## src/rtl/regfile_dump_engine.sv

```systemverilog
// Register-file dump engine: walks FIRST_ADDR..LAST_ADDR through one read port and streams {addr, data} words.
// Optional trailing XOR checksum word when REGDUMP_CHECKSUM_EN is defined.
module regfile_dump_engine #(
    parameter int unsigned ADDR_W     = 5,
    parameter int unsigned DATA_W     = 32,
    parameter int unsigned FIRST_ADDR = 0,
    parameter int unsigned LAST_ADDR  = 31
) (
    input  logic              clk,
    input  logic              rst,
    input  logic              start,
    output logic              busy,
    output logic              done,
    output logic [ADDR_W-1:0] rf_raddr,
    input  logic [DATA_W-1:0] rf_rdata,
    output logic              out_valid,
    input  logic              out_ready,
    output logic [ADDR_W-1:0] out_addr,
    output logic [DATA_W-1:0] out_data,
    output logic              out_last
);

    localparam logic [2:0] S_IDLE = 3'd0;
    localparam logic [2:0] S_READ = 3'd1;
    localparam logic [2:0] S_SEND = 3'd2;
    localparam logic [2:0] S_DONE = 3'd4;
`ifdef REGDUMP_CHECKSUM_EN
    localparam logic [2:0] S_CSUM = 3'd3;
`endif

    localparam logic [ADDR_W-1:0] FIRST_A = ADDR_W'(FIRST_ADDR);
    localparam logic [ADDR_W-1:0] LAST_A  = ADDR_W'(LAST_ADDR);

    logic [2:0]        state_q, state_d;
    logic [ADDR_W-1:0] addr_q, addr_d;
    logic              valid_q, valid_d;
    logic              last_q, last_d;
    logic [ADDR_W-1:0] oaddr_q, oaddr_d;
    logic [DATA_W-1:0] odata_q, odata_d;
`ifdef REGDUMP_CHECKSUM_EN
    logic [DATA_W-1:0] csum_q, csum_d;
`endif

    always_comb begin
        state_d  = state_q;
        addr_d   = addr_q;
        valid_d  = valid_q;
        last_d   = last_q;
        oaddr_d  = oaddr_q;
        odata_d  = odata_q;
        rf_raddr = '0;
`ifdef REGDUMP_CHECKSUM_EN
        csum_d   = csum_q;
`endif
        case (state_q)
            S_IDLE: begin
                if (start) begin
                    addr_d  = FIRST_A;
                    state_d = S_READ;
`ifdef REGDUMP_CHECKSUM_EN
                    csum_d  = '0;
`endif
                end
            end
            S_READ: begin
                // rf_rdata is only captured here; later regfile writes cannot disturb the held word
                rf_raddr = addr_q;
                odata_d  = rf_rdata;
                oaddr_d  = addr_q;
                valid_d  = 1'b1;
                state_d  = S_SEND;
`ifdef REGDUMP_CHECKSUM_EN
                last_d   = 1'b0;
                csum_d   = csum_q ^ rf_rdata;
`else
                last_d   = (addr_q == LAST_A);
`endif
            end
            S_SEND: begin
                if (out_ready) begin
                    if (addr_q == LAST_A) begin
`ifdef REGDUMP_CHECKSUM_EN
                        valid_d = 1'b1;
                        oaddr_d = '1;
                        odata_d = csum_q;
                        last_d  = 1'b1;
                        state_d = S_CSUM;
`else
                        valid_d = 1'b0;
                        state_d = S_DONE;
`endif
                    end else begin
                        valid_d = 1'b0;
                        addr_d  = addr_q + ADDR_W'(1);
                        state_d = S_READ;
                    end
                end
            end
`ifdef REGDUMP_CHECKSUM_EN
            S_CSUM: begin
                if (out_ready) begin
                    valid_d = 1'b0;
                    state_d = S_DONE;
                end
            end
`endif
            S_DONE:  state_d = S_IDLE;
            default: state_d = S_IDLE;
        endcase
    end

    always_ff @(posedge clk) begin
        if (rst) begin
            state_q <= S_IDLE;
            addr_q  <= FIRST_A;
            valid_q <= 1'b0;
            last_q  <= 1'b0;
            oaddr_q <= '0;
            odata_q <= '0;
`ifdef REGDUMP_CHECKSUM_EN
            csum_q  <= '0;
`endif
        end else begin
            state_q <= state_d;
            addr_q  <= addr_d;
            valid_q <= valid_d;
            last_q  <= last_d;
            oaddr_q <= oaddr_d;
            odata_q <= odata_d;
`ifdef REGDUMP_CHECKSUM_EN
            csum_q  <= csum_d;
`endif
        end
    end

    assign busy      = (state_q != S_IDLE) && (state_q != S_DONE);
    assign done      = (state_q == S_DONE);
    assign out_valid = valid_q;
    assign out_addr  = oaddr_q;
    assign out_data  = odata_q;
    assign out_last  = last_q;

endmodule

```

## config.mk

```make
export PLATFORM = sky130hd
export DESIGN_NAME = regfile_dump_engine
export DESIGN_NICKNAME = d
export VERILOG_FILES = /design/src/rtl/regfile_dump_engine.sv
export SDC_FILE = /design/constraint.sdc
export NUM_CORES = 1
export LEC_CHECK = 0
export ABC_CLOCK_PERIOD_IN_PS = 2600
export CAP_MARGIN = 10
export CORE_MARGIN = 3
export CORE_UTILIZATION = 43
export DETAILED_ROUTE_END_ITERATION = 12
export GPL_TIMING_DRIVEN = 0
export PLACE_DENSITY_LB_ADDON = 0.08
export RECOVER_POWER = 25
export SLEW_MARGIN = 20
export SYNTH_ARGS = -nofsm -noshare
export SYNTH_HDL_FRONTEND = slang
export SYNTH_SLANG_ARGS = --single-unit
```

## constraint.sdc

```tcl
create_clock -name clk -period 2.6 [get_ports clk]
set_input_delay 0.52 -clock clk [delete_from_list [all_inputs] [get_ports clk]]
set_output_delay 0.52 -clock clk [all_outputs]
set_load 0.01 [all_outputs]
```

Yosys cells after proc, flatten, opt, wreduce, memory -nomap -nowiden
Index checks and enable logic that the tools add are counted.
{ "totals": {"register_bits": 47, "elab_cells": 34} }
{ "op_classes": {"add_sub_neg": 1, "eq_ne": 8, "n_mux": 11, "n_reduce_logical": 8} }
{ "ops": {"columns": ["op", "n"], "rows": [
  ["5-bit two-way mux", 4],
  ["5-bit one-hot mux with 2 select lines", 1],
  ["3-bit two-way mux", 3],
  ["3-bit one-hot mux with 3 select lines", 1],
  ["2-bit inequality test (second input constant)", 3],
  ["5-bit by 1-bit adder with 5-bit output (second input constant)", 1],
  ["5-bit equality test (second input constant)", 1],
  ["2-bit AND reduction", 2],
  ["4-bit AND reduction", 1],
  ["2-bit nonzero test", 2],
  ["3-bit by 1-bit equality test with 1-bit output (second input constant)", 1],
  ["3-bit by 2-bit equality test with 1-bit output (second input constant)", 1],
  ["3-bit equality test (second input constant)", 1],
  ["3-bit zero test", 1],
  ["3-bit inequality test (second input constant)", 1],
  ["3-bit nonzero test", 1],
  ["1-bit one-hot mux with 2 select lines", 1],
  ["1-bit logical AND", 1],
  ["1-bit two-way mux", 1]
]} }

Longest topological paths before layout
Gate-level depths: netlist of run 1.
{ "logic_depth": {"ltp_word": 4, "depth_mapped": 7, "ltp_nobuf": 7} }

Worst setup path after synthesis of run 1
Ideal clock, no wire load.
{ "synth_timing": {"path_type": "register to output", "startpoint": "register state_q[0]", "endpoint": "output port rf_raddr[0]", "n_path_buf": 2, "path_slack_ps": 1001, "path_stages_with_launch": 7, "arrival_ps": 1079, "cell_sequence": "dfxtp_1 > clkbuf_2 > inv_1 > nor3_1 > buf_2 > nand2_1 > inv_1"} }
{ "synth_via": {"elab_chain_cells": 2} }
{ "synth_rtl": {"columns": ["element", "line_no", "source"], "rows": [
  ["from (decl)", "34", "logic [2:0] state_q, state_d;"],
  ["from (signal assigned)", "124", "state_q <= state_d;"],
  ["3-bit by 1-bit equality test with 1-bit output", "55", "case (state_q)"],
  ["5-bit two-way mux", "55", null],
  ["to (decl)", "14", "output logic [ADDR_W-1:0] rf_raddr,"]
]} }
Every way passes these cells.

Final worst setup path of run 1
Same ends and word-level chain as after synthesis.

==> flow_summary_export.csv, run 1 <==
group,metric,value,unit
outcome,status,"completed",
placed_design,gp_congestion,0.7970,
sta,period_share,0.9423,
critical_path,end_kind,"output port",
detailed_routing,dr.first_iter.drc_count,84,
global_routing,grt_pass1_wl,7300,µm
floorplan,initial_core_util,0.4638,
logic_synthesis,yosysWarnings,0,
detailed_routing,postRouteAntennaNets,0,
critical_path,critical-path-top-delay-family,"buffers and inverters",
clock_tree,h-tree-depth,2,
clock_tree,cts-root-buf,"clkbuf_8",
clock_tree,cts_sinks,47,
placed_design,dp_hpwl,3284,µm
sta,max_slew_margin,0.5379,
finish,layout.cells.non_filler,361,
global_routing,use_met1,0.2059,
sta,hold_viol,0,
placed_design,post-place-ws,0.2388,ns
sta,tns,0,ns
global_routing,antenna_found_initial,0,
finish,final_cell_mix,"nand2_1, clkdlybuf4s50_1, dfxtp_1",
power,pwr-share-seq,0.522,
global_routing,grt_busiest_layer,"met2",
finish,final_nets,350,
power,power_frac_clock,0.321,
floorplan,die_h,70.01,µm
global_routing,use_met3,0.08777,
critical_path,cpPeakStageDelay,0.54,ns
finish,multiInputGateArea,730.7,µm²
placed_design,dp.cells,353,
finish,final_common_cell,"nand2_1",
global_routing,grt_util_met2,0.3001,
sta,slew_violations,0,
sta,rsz0062_at_grt,"no",
clock_tree,post_cts_buffers,0,
sta,fmax,0.4082,GHz
clock_tree,cts_buffers,5,
sta,period_minus_slack,2.450,ns
logic_synthesis,synth.net_count,262,
global_routing,grtUsageTotal,0.1808,
logic_synthesis,ys_seq_area_frac,0.5341,
logic_synthesis,synth_ff_type,"dfxtp_1",
finish,regArea,940.9,µm²
power,p_switching,350.1,µW
finish,antenna_cells,0,
detailed_routing,wire_per_inst,12.20,µm
logic_synthesis,syn_avg_cell_area,7.865,µm²
critical_path,path_buf_inv,5,
detailed_routing,viasPerCell,4.798,
critical_path,crit_fanout,10,
sta,setup_viol,0,
logic_synthesis,synth_edf_count,0,
power,p_leak,0.001099,µW
global_routing,grt.overflow.total,0,
critical_path,start_kind,"flip-flop",
finish,syn2layout_area_growth,56.11,%
floorplan,num_rows,22,
global_routing,grt_max_degree,14,
sta,fin_skew,0.003820,ns
floorplan,die_w,70.01,µm
clock_tree,cts_tree,"yes",
power,p_per_area,533.5,mW/mm²
clock_tree,clk_latency,0.29,ns
logic_synthesis,synthArstFlopShare,0,
power,swShare,0.2386,
sta,worst_slew_pin_slew,0.6869,ns
detailed_routing,drc,0,
logic_synthesis,ys_types,26,
finish,drive_gt1_frac,0.04792,
floorplan,die_area,0.004901,mm²
critical_path,worstPathRequired,2.08,ns
floorplan,io_pins,82,
clock_tree,clk_path_buf_depth,2,
critical_path,crit_path_top_delay_cell,"clkdlybuf4s50_1",
run,cap_violations,0,
sta,setup_slack,0.1500,ns
clock_tree,clk_pin_slew,0.08,ns
logic_synthesis,synth_area,0.001762,mm²
power,p_comb_frac,0.157,
critical_path,arrival,1.93,ns
detailed_routing,finalWirelength,4406,µm
global_routing,grt_pass1_vias,1668,
detailed_routing,routed-via-count,1732,
power,vdd_drop_max,0.0003470,V
power,power.internal,1117,µW
critical_path,crit_chain,"buf_2 > inv_2 > nor3_4 > buf_6 > nand2_1 > inv_1 > clkdlybuf4s50_1",
floorplan,coreArea,0.003799,mm²
detailed_routing,drt-pass1-iter-count,4,
placed_design,port_buffers,81,
logic_synthesis,ys_ff_latch,47,
hold_path,hold_path.class,"flip-flop to flip-flop",
critical_path,worst-setup-path-type,"flip-flop to output port",
finish,n_fill_cell,320,
logic_synthesis,synth_cells,224,
[synth_stat cells (all sizes together) (2+ instances only)]
| cell | instances | area share |
|---|---|---|
| nor3 | 3 | 0.0085 |
| buf | 6 | 0.023 |
| ha | 2 | 0.014 |
| a21oi | 41 | 0.12 |
| nand3 | 3 | 0.0085 |
| nor2 | 5 | 0.011 |
| o21ai | 4 | 0.011 |
| nand2 | 81 | 0.17 |
| dfxtp | 47 | 0.53 |
| inv | 7 | 0.015 |
| clkbuf | 9 | 0.020 |
| and3 | 3 | 0.011 |
| or4 | 2 | 0.0085 |
| nand3b | 4 | 0.017 |
[routing by layer]
metal	wire, µm	up-vias
met4	19	0
li1	-	908
met1	1877	766
met3	393	2
met2	2117	56
met5	0	-
[worst paths after layout]
kind	from	to	slack, ns	depth (start not counted)
worst min register to register	out_data[2]	out_data[2]	0.45	2
worst max-delay path	state_q[0]	rf_raddr[0]	0.15	7
worst max register to register	addr_q[0]	addr_q[4]	0.66	7
worst min-delay path	out_data[2]	out_data[2]	0.45	2
[metrics by stage]
stage	power (µW)	hold WS, ns	util	cell area (µm²)
2_1_floorplan	879.4	0.4709	-	1762
3_3_place_gp	1014	0.4407	0.6930	2633
3_5_place_dp	1016	0.4464	0.6930	2633
4_1_cts	1485	0.4576	0.7213	2740
5_1_grt	1536	0.4708	0.7240	2750
6_report	1467	0.4532	0.7240	2750
[cell type report]
| class | instances | area share |
|---|---|---|
| buffer | 15 | 0.02957 |
| clock buffer | 8 | 0.03640 |
| inverter | 7 | 0.009554 |
| multi-input combinational | 155 | 0.2657 |
| sequential | 47 | 0.3421 |
| tap | 48 | 0.02184 |
| timing repair buffer | 81 | 0.2948 |
[tightest hold or removal path: stages (launching register included)]
cell and delay, ns:
dfxtp_1 0.31, nand2_1 0.05, a21oi_1 0.05
[state kept, by name, indices dropped and copies added (netlist names)]
name and count:
state_q 3, out_data 32, addr_q 5, out_addr 5, out_valid 1, out_last 1
[kinds of logic (layout without fill, tap and decap cells)]
| group | count (synthesis) | count (layout) | share of synthesized area |
|---|---|---|---|
| adders and majority gates | 2 | 2 | 0.01420 |
| buffers and inverters | 22 | 111 | 0.05752 |
| and+or+nand+nor | 105 | 105 | 0.2521 |
| muxes | 1 | 1 | 0.005682 |
| AOI/OAI and AO/OA | 47 | 47 | 0.1364 |
| DFF | 47 | 47 | 0.5341 |
[power groups by stage]
| stage | Combinational [µW] | Sequential (µW) | Clock (µW) |
|---|---|---|---|
| after detailed placement | 234 | 782 | 0 |
| after global routing | 253 | 770 | 513 |
| after CTS | 236 | 766 | 483 |
| after floorplan | 84.0 | 795 | 0 |
| after global placement | 232 | 781 | 0 |
| final | 231 | 765 | 471 |
[repair_timing]
item,in CTS,in global routing
pin swaps,0,1
gates resized for setup,2,4
endpoints found under the setup margin,5,5
hold buffers,0,0
endpoints found under the hold margin,0,0
(Power assumes the default switching activity.)
==> run 2, diff against run 1 <==
CORE_UTILIZATION = 40   (was 43)
==> flow_summary_export.csv, run 2 (synthesized netlist as in run 1, its figures left out) <==
group,metric,value,unit
power,vdd_drop_max,0.0003264,V
sta,fin_skew,0.002651,ns
clock_tree,clk_pin_slew,0.08,ns
sta,period_minus_slack,2.469,ns
finish,largest_reg_flops,32,
floorplan,coreArea,0.004115,mm²
floorplan,initial_core_util,0.4281,
global_routing,antenna_found_initial,0,
critical_path,worst-setup-path-type,"flip-flop to output port",
floorplan,die_w,72.37,µm
critical_path,worstPathRequired,2.08,ns
global_routing,grt.overflow.total,0,
detailed_routing,finalWirelength,4540,µm
detailed_routing,viasPerCell,4.777,
finish,syn2layout_area_growth,55.33,%
sta,hold_slack,0.4504,ns
power,finalPower,1406,µW
finish,drive_gt1_frac,0.04153,
power,p_per_area,514.0,mW/mm²
critical_path,path_buf_inv,5,
floorplan,die_h,72.37,µm
clock_tree,h-tree-depth,2,
finish,final_nets,350,
critical_path,critical-path-top-delay-family,"buffers and inverters",
detailed_routing,drc,0,
finish,antenna_cells,0,
global_routing,grt_pass1_wl,7410,µm
detailed_routing,dr.first_iter.drc_count,41,
critical_path,cpPeakStageDelay,0.53,ns
finish,final_common_cell,"nand2_1",
placed_design,dp_hpwl,3288,µm
critical_path,crit_path_top_delay_cell,"clkdlybuf4s50_1",
detailed_routing,drt-pass1-iter-count,4,
critical_path,crit_fanout,10,
sta,setup_slack,0.1310,ns
finish,n_fill_cell,407,
critical_path,crit_top_cell,"inv_1",
sta,rsz0062_at_grt,"no",
floorplan,io_pins,82,
sta,tns,0,ns
placed_design,gp_congestion,0.7355,
clock_tree,cts_sinks,47,
clock_tree,cts-root-buf,"clkbuf_8",
outcome,status,"completed",
global_routing,grt_max_degree,14,
sta,max_slew_margin,0.6337,
critical_path,crit_chain,"clkbuf_4 > inv_1 > nor3_4 > buf_6 > nand2_1 > inv_1 > clkdlybuf4s50_1",
clock_tree,clk_path_buf_depth,2,
sta,fmax,0.4050,GHz
placed_design,post-place-ws,0.3055,ns
sta,worst_slew_pin_slew,0.5444,ns
sta,period_share,0.9496,
detailed_routing,wire_per_inst,12.51,µm
detailed_routing,routed-via-count,1734,
clock_tree,cts_tree,"yes",
critical_path,start_kind,"flip-flop",
critical_path,arrival,1.95,ns
detailed_routing,postRouteAntennaNets,0,
sta,setup_viol,0,
run,cap_violations,0,
sta,hold_viol,0,
global_routing,grtUsageTotal,0.1774,
floorplan,die_area,0.005237,mm²
finish,final_cell_mix,"nand2_1, clkdlybuf4s50_1, dfxtp_1",
clock_tree,cts_buffers,5,
sta,slew_violations,0,
floorplan,num_rows,23,
placed_design,port_buffers,81,
global_routing,grt_pass1_vias,1649,
hold_path,hold_path.class,"flip-flop to flip-flop",
clock_tree,clk_latency,0.29,ns
critical_path,end_kind,"output port",
power,p_leak,0.001090,µW
[run 2: routing by layer]
layer	GRT usage	vias to the layer above	wire, µm
met3	0.05402	4	370
met5	0	-	0
met1	0.2230	760	2027
met2	0.2963	58	2098
met4	0.04384	0	44
li1	-	912	-
[run 2: power by group]
group | total [µW] | internal (µW) | leakage [µW] | switching (µW)
clock | 410 | 189 | 0.0000422 | 221
sequential | 766 | 750 | 0.000382 | 15.7
combinational | 231 | 125 | 0.000666 | 106
[run 2: final timing paths]
kind,start,slack (ns),depth (start not counted),endpoint
max,state_q[0],0.13,7,rf_raddr[0]
min,out_data[22],0.45,2,out_data[22]
max reg2reg,addr_q[0],0.69,7,addr_q[0]
min reg2reg,out_data[22],0.45,2,out_data[22]
[run 2: cell type report]
class / instances / area (µm²) / share of cell area
multi-input cells: 155 / 730.7 / 0.2670
inverters: 7 / 26.28 / 0.009602
well taps: 50 / 62.56 / 0.02286
clock inverters: 1 / 5.005 / 0.001829
flip-flops and latches: 47 / 940.9 / 0.3439
plain buffers: 15 / 83.83 / 0.03064
repair buffers: 81 / 810.8 / 0.2963
clock buffers: 7 / 76.32 / 0.02789
[run 2: per-stage QoR]
step,instances,utilization,cell area [µm²]
2_1_floorplan,224,-,1762
6_report,363,0.6649,2736
5_1_grt,363,0.6649,2736
3_3_place_gp,355,0.6403,2635
4_1_cts,363,0.6607,2719
3_5_place_dp,355,0.6403,2635
[run 2: repair_timing]
item,in CTS,in global routing
pin swaps,0,1
setup buffers,0,0
hold buffers,0,0
resized for setup,1,5
setup endpoints to repair,5,5
[run 2: worst min-delay path, stage by stage, from the launching register on]
cell and delay (ns):
dfxtp_1 0.31, nand2_1 0.05, a21oi_1 0.05
==> run 3, diff against run 2 <==
PLACE_DENSITY = 0.79   (was default)
PLACE_DENSITY_LB_ADDON = default   (was 0.08)
TNS_END_PERCENT = 50   (was default)
==> flow_summary_export.csv, run 3 (synthesized netlist as in run 1, its figures left out) <==
group,metric,value,unit
floorplan,die_w,72.37,µm
placed_design,dp_hpwl,3280,µm
clock_tree,clk_pin_slew,0.08,ns
clock_tree,clk_path_buf_depth,2,
power,pwr-share-seq,0.547,
clock_tree,h-tree-depth,2,
detailed_routing,finalWirelength,4354,µm
detailed_routing,viasPerCell,4.815,
critical_path,worstPathRequired,2.08,ns
power,p_leak,0.001092,µW
sta,hold_viol,0,
critical_path,cp_num_cells,7,
critical_path,reg2reg_from,"addr_q[0]",
placed_design,gp_congestion,0.8257,
global_routing,antenna_found_initial,0,
clock_tree,cts_sinks,47,
detailed_routing,drt-pass1-iter-count,4,
global_routing,grt_max_degree,13,
critical_path,crit_chain,"buf_2 > inv_1 > nor3_4 > buf_6 > nand2_1 > inv_1 > clkdlybuf4s50_1",
sta,fmax,0.4054,GHz
critical_path,end_kind,"output port",
sta,setup_viol,0,
clock_tree,cts-root-buf,"clkbuf_8",
power,p_comb_frac,0.167,
global_routing,grt.overflow.total,0,
finish,final_common_cell,"nand2_1",
clock_tree,clk_latency,0.30,ns
critical_path,path_buf_inv,5,
sta,period_minus_slack,2.467,ns
power,power.internal,1057,µW
critical_path,arrival,1.95,ns
power,power_frac_clock,0.286,
outcome,status,"completed",
sta,fin_skew,0.007891,ns
global_routing,grt_pass1_wl,7245,µm
floorplan,coreArea,0.004115,mm²
critical_path,crit_fanout,8,
finish,final_nets,352,
floorplan,die_h,72.37,µm
critical_path,r2r_setup_slack,0.68,ns
critical_path,crit_end,"rf_raddr[1]",
critical_path,startpoint,"state_q[0]",
finish,syn2layout_area_growth,55.54,%
critical_path,reg2reg_to,"addr_q[1]",
critical_path,critical-path-top-delay-family,"buffers and inverters",
run,cap_violations,0,
power,p_per_area,510.1,mW/mm²
placed_design,port_buffers,81,
global_routing,grtUsageTotal,0.1768,
finish,layout.cells.non_filler,363,
critical_path,start_kind,"flip-flop",
placed_design,dp.cells,355,
critical_path,crit_top_cell,"inv_1",
power,p_switching,341.1,µW
clock_tree,cts_buffers,5,
critical_path,worst-setup-path-type,"flip-flop to output port",
finish,antenna_cells,0,
detailed_routing,wire_per_inst,11.99,µm
global_routing,grt_pass1_vias,1673,
floorplan,io_pins,82,
finish,drive_gt1_frac,0.04473,
finish,largest_reg_flops,32,
sta,rsz0062_at_grt,"no",
hold_path,hold_path.class,"flip-flop to flip-flop",
sta,worst_slew_pin_slew,0.5847,ns
detailed_routing,dr.first_iter.drc_count,64,
clock_tree,cts_tree,"yes",
floorplan,initial_core_util,0.4281,
floorplan,num_rows,23,
critical_path,reg2reg_depth,7,
floorplan,die_area,0.005237,mm²
detailed_routing,routed-via-count,1748,
power,swShare,0.2441,
hold_path,worstHoldStart,"out_data[9]",
finish,final_cell_mix,"nand2_1, clkdlybuf4s50_1, dfxtp_1",
detailed_routing,drc,0,
critical_path,crit_path_top_delay_cell,"clkdlybuf4s50_1",
sta,period_share,0.9488,
power,vdd_drop_max,0.0003164,V
sta,tns,0,ns
sta,max_slew_margin,0.6066,
critical_path,cpPeakStageDelay,0.53,ns
clock_tree,hold_buffers,0,
finish,n_fill_cell,388,
detailed_routing,postRouteAntennaNets,0,
sta,slew_violations,0,
==> run 3: power by group through the flow <==
stage | clock network, µW | logic (µW) | registers [µW]
3_5_place_dp | 0 | 233 | 783
6_report | 400 | 233 | 765
3_3_place_gp | 0 | 232 | 781
2_1_floorplan | 0 | 84.0 | 795
4_1_cts | 416 | 236 | 766
5_1_grt | 438 | 260 | 769
==> run 3: cell type report <==
type | count | area (µm²) | share of cell area
clock buffers | 6 | 72.57 | 0.02648
flip-flops and latches | 47 | 940.9 | 0.3434
multi-input cells | 155 | 730.7 | 0.2667
plain buffers | 15 | 81.33 | 0.02968
inverters | 7 | 26.28 | 0.009589
well taps | 50 | 62.56 | 0.02283
repair buffers | 83 | 825.8 | 0.3014
==> run 3: how the worst min path moves through the flow <==
| stage | endpoint | slack (ns) | cells after the start |
|---|---|---|---|
| 6_report | out_data[9] | 0.45 | 2 |
| 2_1_floorplan | out_addr[4] | 0.47 | 2 |
| 3_3_place_gp | out_data[3] | 0.44 | 2 |
| 3_5_place_dp | out_data[27] | 0.45 | 2 |
| 4_1_cts | out_data[27] | 0.46 | 2 |
| 5_1_grt | out_data[3] | 0.47 | 2 |
==> run 3: what timing repair did <==
action	in CTS	in global routing
setup endpoints to repair	5	5
pin swaps	0	1
buffers inserted	0	2
resized for setup	2	3
==> run 3: routing by layer <==
| metal | vias to the layer above | global-route usage | share of wire |
|---|---|---|---|
| met5 | - | 0 | 0 |
| met4 | 0 | 0.06889 | 0.015 |
| met3 | 7 | 0.09003 | 0.12 |
| met2 | 62 | 0.2841 | 0.45 |
| met1 | 774 | 0.1988 | 0.41 |
| li1 | 905 | - | - |
==> run 3: worst min-delay path, stage by stage (launching register included) <==
cell and delay [ns]:
dfxtp_1 0.31, nand2_1 0.05, a21oi_1 0.05
==> run 3: metrics by stage <==
step           total power [µW]  setup slack, ns    util  hold WS [ns]  instance area (µm²)
2_1_floorplan             879.4            1.001       -        0.4709                 1762
3_3_place_gp               1013           0.2608  0.6403        0.4403                 2635
3_5_place_dp               1016           0.2351  0.6403        0.4458                 2635
4_1_cts                    1417          0.02601  0.6598        0.4567                 2715
5_1_grt                    1467         0.002989  0.6659        0.4652                 2740
6_report                   1398           0.1332  0.6659        0.4521                 2740
